==> src/rtl/seq_alu.sv <==
// Registered MIPS execution unit: single-cycle ALU ops plus iterative mul/div into HI/LO.
// Define SEQ_ALU_DIV_EN to build the restoring divider (codes 1A/1B); otherwise those codes act as NOP.
module seq_alu #(
  parameter int WIDTH = 32,
  parameter int SHW   = $clog2(WIDTH)
) (
  input  logic             clk,
  input  logic             rst,
  input  logic             start,
  input  logic [4:0]       alu_op,
  input  logic [WIDTH-1:0] alu_a,
  input  logic [WIDTH-1:0] alu_b,
  output logic             busy,
  output logic             done,
  output logic [WIDTH-1:0] alu_out,
  output logic             zero,
  output logic [WIDTH-1:0] hi,
  output logic [WIDTH-1:0] lo
);
  // state  | meaning
  // IDLE   | accepts start; single-cycle ops complete here
  // ITER   | one mul/div step per cycle, cnt counts WIDTH-1 down to 0
  // FIX    | apply signs, write hi/lo/alu_out/zero, pulse done
  localparam logic [1:0] S_IDLE = 2'd0, S_ITER = 2'd1, S_FIX = 2'd2;

  localparam logic [4:0] OP_ADD  = 5'h01, OP_SUB  = 5'h02, OP_AND  = 5'h03, OP_OR   = 5'h04,
                         OP_XOR  = 5'h05, OP_NOR  = 5'h06, OP_BGTZ = 5'h07, OP_LUI  = 5'h08,
                         OP_SLL  = 5'h09, OP_JUMP = 5'h10, OP_BNE  = 5'h11, OP_BEQ  = 5'h12,
                         OP_SLLV = 5'h13, OP_SRL  = 5'h14, OP_SRLV = 5'h15, OP_BLTZ = 5'h16,
                         OP_BGEZ = 5'h17, OP_MULT = 5'h18, OP_MULTU = 5'h19, OP_DIV = 5'h1A,
                         OP_DIVU = 5'h1B, OP_MFHI = 5'h1C, OP_MFLO = 5'h1D;

  logic [1:0]       state;
  logic [SHW-1:0]   cnt;
  logic [WIDTH-1:0] acc, sh, opnd;
  logic             neg_q;

  logic             is_mul, is_dv, op_signed, is_br, br_t, res_z;
  logic [WIDTH-1:0] res, mag_a_in, mag_b_in, new_hi, new_lo;
  logic [WIDTH:0]   mul_sum;
  logic [2*WIDTH-1:0] prod, prod_s;

  assign is_mul    = (alu_op == OP_MULT) || (alu_op == OP_MULTU);
`ifdef SEQ_ALU_DIV_EN
  assign is_dv     = (alu_op == OP_DIV) || (alu_op == OP_DIVU);
`else
  assign is_dv     = 1'b0;
`endif
  assign op_signed = (alu_op == OP_MULT) || (alu_op == OP_DIV);
  assign mag_a_in  = (op_signed && alu_a[WIDTH-1]) ? -alu_a : alu_a;
  assign mag_b_in  = (op_signed && alu_b[WIDTH-1]) ? -alu_b : alu_b;

  always_comb begin
    res   = '0;
    is_br = 1'b0;
    br_t  = 1'b0;
    case (alu_op)
      OP_ADD:  res = alu_a + alu_b;
      OP_SUB:  res = alu_a - alu_b;
      OP_AND:  res = alu_a & alu_b;
      OP_OR:   res = alu_a | alu_b;
      OP_XOR:  res = alu_a ^ alu_b;
      OP_NOR:  res = ~(alu_a | alu_b);
      OP_LUI: begin
        res       = {WIDTH{alu_b[15]}};
        res[31:0] = {alu_b[15:0], 16'h0000};
      end
      OP_SLL:  res = alu_a << alu_b[10:6];
      OP_SLLV: res = alu_b << alu_a[SHW-1:0];
      OP_SRL:  res = alu_a >> alu_b[10:6];
      OP_SRLV: res = alu_b >> alu_a[SHW-1:0];
      OP_MFHI: res = hi;
      OP_MFLO: res = lo;
      OP_BGTZ: begin is_br = 1'b1; br_t = !alu_a[WIDTH-1] && (alu_a != '0); end
      OP_JUMP: begin is_br = 1'b1; br_t = 1'b1; end
      OP_BNE:  begin is_br = 1'b1; br_t = (alu_a != alu_b); end
      OP_BEQ:  begin is_br = 1'b1; br_t = (alu_a == alu_b); end
      OP_BLTZ: begin is_br = 1'b1; br_t = alu_a[WIDTH-1]; end
      OP_BGEZ: begin is_br = 1'b1; br_t = !alu_a[WIDTH-1]; end
      default: ;
    endcase
    // undefined codes fall through with res=0, hence zero=1
    res_z = is_br ? br_t : (res == '0);
  end

  // shift-add step: acc holds the running high half, sh the multiplier/low half
  assign mul_sum = {1'b0, acc} + {1'b0, (sh[0] ? opnd : {WIDTH{1'b0}})};

`ifdef SEQ_ALU_DIV_EN
  logic             is_div, neg_r, b_zero, div_ge;
  logic [WIDTH-1:0] a_raw, div_diff;
  logic [WIDTH:0]   div_sh;

  assign div_sh   = {acc, sh[WIDTH-1]};
  assign div_ge   = (div_sh >= {1'b0, opnd});
  assign div_diff = div_sh[WIDTH-1:0] - opnd;
`endif

  always_comb begin
    prod   = {acc, sh};
    prod_s = neg_q ? -prod : prod;
    new_hi = prod_s[2*WIDTH-1:WIDTH];
    new_lo = prod_s[WIDTH-1:0];
`ifdef SEQ_ALU_DIV_EN
    if (is_div) begin
      new_lo = b_zero ? {WIDTH{1'b1}} : (neg_q ? -sh : sh);
      new_hi = b_zero ? a_raw : (neg_r ? -acc : acc);
    end
`endif
  end

  always_ff @(posedge clk) begin
    if (rst) begin
      state   <= S_IDLE;
      cnt     <= '0;
      acc     <= '0;
      sh      <= '0;
      opnd    <= '0;
      neg_q   <= 1'b0;
      busy    <= 1'b0;
      done    <= 1'b0;
      alu_out <= '0;
      zero    <= 1'b0;
      hi      <= '0;
      lo      <= '0;
`ifdef SEQ_ALU_DIV_EN
      is_div  <= 1'b0;
      neg_r   <= 1'b0;
      b_zero  <= 1'b0;
      a_raw   <= '0;
`endif
    end else begin
      done <= 1'b0;
      case (state)
        S_IDLE: if (start) begin
          if (is_mul || is_dv) begin
            state <= S_ITER;
            busy  <= 1'b1;
            cnt   <= SHW'(WIDTH - 1);
            acc   <= '0;
            sh    <= is_mul ? mag_b_in : mag_a_in;
            opnd  <= is_mul ? mag_a_in : mag_b_in;
            neg_q <= op_signed && (alu_a[WIDTH-1] ^ alu_b[WIDTH-1]);
`ifdef SEQ_ALU_DIV_EN
            is_div <= is_dv;
            neg_r  <= op_signed && alu_a[WIDTH-1];
            b_zero <= (alu_b == '0);
            a_raw  <= alu_a;
`endif
          end else begin
            alu_out <= res;
            zero    <= res_z;
            done    <= 1'b1;
          end
        end
        S_ITER: begin
`ifdef SEQ_ALU_DIV_EN
          if (is_div) begin
            acc <= div_ge ? div_diff : div_sh[WIDTH-1:0];
            sh  <= {sh[WIDTH-2:0], div_ge};
          end else
`endif
          begin
            acc <= mul_sum[WIDTH:1];
            sh  <= {mul_sum[0], sh[WIDTH-1:1]};
          end
          if (cnt == '0) state <= S_FIX;
          else           cnt   <= cnt - 1'b1;
        end
        S_FIX: begin
          hi      <= new_hi;
          lo      <= new_lo;
          alu_out <= new_lo;
          zero    <= (new_lo == '0);
          busy    <= 1'b0;
          done    <= 1'b1;
          state   <= S_IDLE;
        end
        default: state <= S_IDLE;
      endcase
    end
  end
endmodule

==> config.mk <==
export PLATFORM = sky130hd
export DESIGN_NAME = seq_alu
export DESIGN_NICKNAME = d
export VERILOG_FILES = /design/src/rtl/seq_alu.sv
export SDC_FILE = /design/constraint.sdc
export NUM_CORES = 1
export LEC_CHECK = 0
export CAP_MARGIN = 5
export CORE_ASPECT_RATIO = 1.1
export CORE_MARGIN = 5
export CORE_UTILIZATION = 40
export DETAILED_ROUTE_END_ITERATION = 6
export PLACE_DENSITY = 0.69
export SLEW_MARGIN = 20
export SYNTH_ARGS = -nofsm -noshare
export SYNTH_HDL_FRONTEND = slang
export SYNTH_SLANG_ARGS = --single-unit
==> constraint.sdc <==
create_clock -name clk -period 7.8 [get_ports clk]
set_input_delay 2.34 -clock clk [delete_from_list [all_inputs] [get_ports clk]]
set_output_delay 2.34 -clock clk [all_outputs]
set_load 0.01 [all_outputs]
-- Word-level counts from Yosys, hierarchy flattened
Index checks and enable logic that the tools add are counted.
- equal/unequal tests: 31
- muxes and demuxes: 34
- $add $sub $neg: 7
- reductions and logical operators: 21
- shifts and indexed selects: 4
- bitwise logic cells: 5
- operator list (operator ; count):
    $pmux 32 s13 ; 1
    $mux 32 ; 9
    $pmux 32 s2 ; 3
    $eq 5x5->1 const B ; 13
    $logic_not 32->1 ; 2
    $mux 64 ; 1
    $neg 32->32 ; 2
    $neg 64->64 ; 1
    $shl 32x5->32 ; 2
    $shr 32x5->32 ; 2
    $add 32x32->33 ; 1
    $add 32x32->32 ; 1
    $and 32x32->32 ; 1
    $eq 32x32->1 ; 1
    $ne 32x32->1 ; 1
    $not 32->32 ; 1
    $or 32x32->32 ; 1
    $reduce_bool 32->1 ; 1
    $sub 32x32->32 ; 1
    $xor 32x32->32 ; 1
    $eq 5x3->1 const B ; 4
    $mux 5 ; 3
    $reduce_and 3->1 ; 5
    $eq 5x2->1 const B ; 2
    other kinds (21) ; 42
- word-level logic and storage cells: 114
- register bits after elaboration: 203
- bits of input ports: 72

-- Logic depth before layout (Yosys ltp)
- depth after elaboration: 8
- mapped depth: 22

-- Least setup slack after synthesis
OpenSTA, ideal clock, no wires.
- kind: input to register
- from: input port alu_a[0]
- to: register zero
- cell stages on the path: 20
- data arrival time: 8.223 ns
- required time: 7.704 ns
- slack: -0.519 ns
- setup time: 0.096 ns
- cell sequence: buf_2 > inv_1 > clkbuf_1 > buf_1 > buf_2 > buf_1 > ha_1 > inv_1 > fa_1 > nor2b_1 > o31ai_1 > o221ai_1 > a2111oi_2 > nand3_1 > or4_1 > or4_1 > a2111o_1 > or4_1 > or4_1 > o41ai_2
- cells in the longest elaborated chain, start to end: 8
- ends and longest elaborated chain (item ; line ; text):
    from (decl) ; 11 ; input logic [WIDTH-1:0] alu_a,
    parallel branches: the longest is 4 deep, another holds $sub 32x32->32 ; n/a ;
    $mux 1 (*) ; 83 ; res_z = is_br ? br_t : (res == '0);
    $mux 1 (*) ; 136 ; if (is_mul || is_dv) begin
    $mux 1 (*) ; 135 ; S_IDLE: if (start) begin
    $pmux 1 s2 (*) ; 134 ; case (state)
    to (signal assigned) ; 152 ; zero <= res_z;
    to (signal assigned) ; 174 ; zero <= (new_lo == '0);
    to (decl) ; 16 ; output logic zero,
Every way passes the cells marked *. The select of a mux whose other input is x is not followed.
A chain may end at the register's enable or synchronous reset.

-- Worst setup path after layout
- from: input port alu_a[7]
- to: register zero
Same word-level chain as after synthesis.

==> flow_summary.ini <==
[sta]
skew_ps = 39.76
hold_slack_ps = 449.4
tns_ps = 0
fmax_mhz = 135.3
grt_setup_unrepaired = false
post-route-period-util = 0.9478
setup_viol = 0
worst_pin_slew_ps = 1247
min_period_ps = 7393
finalHoldViolCount = 0
timing.slew.headroom = 0.1572
slew_violations = 0

[critical_path]
crit_chain = clkdlybuf4s50_1 -> buf_4 -> mux2i_1 -> mux2_2 -> o2bb2ai_1 -> a2111oi_0 -> buf_4 -> o221ai_1 -> nor3_1 -> nand3_1 -> or4_1 -> a2111o_1 -> or4_1 -> or4_1 -> o41ai_2
rr_startpoint = sh[7]$_SDFFE_PP0P_
cp_slowest_cell = clkdlybuf4s50_1
arrival_ps = 7830
cp_common_cell = or4_1
max_stage_delay_ps = 790
crit_path_start = alu_a[7]
cp_max_fo = 4
crit_required_ps = 8240
startpoint_type = input pin
ff2ff_path_depth = 12
end_kind = flop
critPathKind = in2reg

[outcome]
violations = design-rule violations
status = complete, but fails checks

[logic_synthesis]
ys.flop_type = dfxtp_1
ys_warn_count = 0
synth.distinct_cells = 91
ys_seq_area_frac = 0.1563
syn-num-nets = 3736
synth_top_area_share = 0.1563
syn_area_um2 = 26010
yosysMostFrequentCell = nor2_1
yosys.area.top_type = dfxtp_1
avgSynthCellArea_um2 = 7.389
synth_cells = 3520
synth_edf_count = 0
synthTopCellsByArea = dfxtp_1 (16%), mux4_2 (7.5%), ha_1 (6.8%)
async_flop_share = 0
synth_commonest_cells = nor2_1 (436), nand2_1 (266), clkbuf_1 (244)
synth_seq_cells = 203

[clock_network]
postCtsSetupRepairBufs = 0
htree_levels = 1
clock_sinks = 203
cts_buffer_depth = 3
cts_tree = yes
numCtsBuffers = 22
path_clk_slew_ps = 60
cts_root_buffer = clkbuf_16
insertion_delay_ps = 560
postCtsHoldBufs = 0
ctsResizeCount = 0

[power]
vdd_drop_max_v = 0.0001472
power_w = 0.003798
p_leak_nw = 11.89
p_per_area_nw_per_um2 = 123.1

[finish]
layout-drive-gt1-share = 0.1510
area_growth_pct = 18.59
finalNetCount = 3937
fillCellCount = 6648
stdcell_area_um2 = 30840

[routing]
vias = 32320
post_drt_wl_per_cell_um = 35.58
drc = 24
drtAntennaViolNets = 0
drtIter0Drc = 5327
firstDrtPassIters = 7
viasPerCell = 7.039
drt_wl_total_um = 163300

[placement]
placed_area_um2 = 30160
io_buffers = 170
gp_congestion = 1.201
dp_hpwl_um = 130100

[global_route]
grt_pass1_vias = 29620
grt_pass1_wl_um = 226100
grt-ovfl-total = 0
track_usage = 0.4396
grt_start_max_net_pins = 92
antenna_found_initial = 22

[flow_run]
maxCapViolations = 0

[die]
rows = 98
core_um2 = 64740
fp.dieH_um = 277.4
io_pins = 171
die_area_um2 = 70230
die_w_um = 253.1
initial_core_util = 0.4017

[min_path]
hp-class = reg2reg
hold_depth = 2
min_from = opnd[0]$_SDFFE_PP0P_
-- critical path, delay by kind of cell --
kind                   cells  cell delay (ps)
AO/OA/AOI/OAI              5             1550
AND/OR/NAND/NOR            5             2070
multiplexers               2              500
buffers and inverters      3             1370
-- cells in the final DEF (no fill, tap or decap), types with 111 or more instances in the layout --
cell type        count
nor2_1             430
buf_4              320
a21oi_1            233
nand2_1            266
ha_1               141
a211oi_1           111
dfxtp_1            202
o21ai_0            146
xnor2_1            137
inv_1              129
nor3_1             132
mux2i_1            114
clkdlybuf4s50_1    161
-- area by class of cell --
cell class              instances  area [um2]  area share
multi-input cells            2862       20270      0.6573
repair buffers                495        4240      0.1375
flip-flops and latches        203        4065      0.1318
well taps                     850        1064     0.03448
clock buffers                  31       594.3     0.01927
inverters                     137       514.2     0.01667
clock inverters                 6       73.82    0.002393
diodes                          7       17.52   0.0005679
-- kinds of logic (layout without fill, tap and decap cells) --
| kind of cell | count (synthesis) | count (layout) | synth area share |
|---|---|---|---|
| adders and majority gates | 144 | 144 | 0.07014 |
| and+or+nand+nor | 1230 | 1230 | 0.2222 |
| other | 0 | 7 | 0 |
| DFF | 203 | 203 | 0.1563 |
| muxes | 256 | 256 | 0.1430 |
| AOI/OAI and AO/OA | 1057 | 1057 | 0.2813 |
| buffers and inverters | 455 | 669 | 0.06817 |
| xor gates and xnor gates | 175 | 175 | 0.05893 |
-- flip-flops by register name, summed over array words and instances (netlist names) --
signal   flops
acc         32
state        2
opnd        32
lo          32
done         1
hi          32
neg_q        1
sh          32
busy         1
cnt          5
zero         1
alu_out     32
-- per-layer routing --
metal	track usage	part of all wire	up-vias	wire length (um)
met1	0.5597	0.37	15420	60720
met2	0.6096	0.39	2576	64480
met3	0.1405	0.13	717	21260
li1	-	-	13600	-
met4	0.3385	0.10	10	16810
met5	0	0.00040	-	65
-- power by group --
group / switching (W) / internal (W) / leakage (nW)
sequential: 0.0000237 / 0.00106 / 1.64
clock: 0.000453 / 0.000566 / 0.325
combinational: 0.00110 / 0.000591 / 9.93
-- final timing paths --
kind	endpoint	slack, ps
min reg2reg	opnd[0]$_SDFFE_PP0P_	450
max	zero$_SDFFE_PP0P_	410
min	opnd[0]$_SDFFE_PP0P_	450
max reg2reg	zero$_SDFFE_PP0P_	2360
-- through the flow --
| step | utilization | setup WS (ps) | instances |
|---|---|---|---|
| 2_1_floorplan | - | 2.661 | 3520 |
| 3_3_place_gp | 0.4655 | 48.61 | 4546 |
| 3_5_place_dp | 0.4658 | 25.33 | 4547 |
| 4_1_cts | 0.4761 | 547.2 | 4584 |
| 5_1_grt | 0.4761 | 298.5 | 4584 |
| 6_report | 0.4764 | 407.0 | 4591 |
Note: power is estimated with default switching activity, not from simulation.
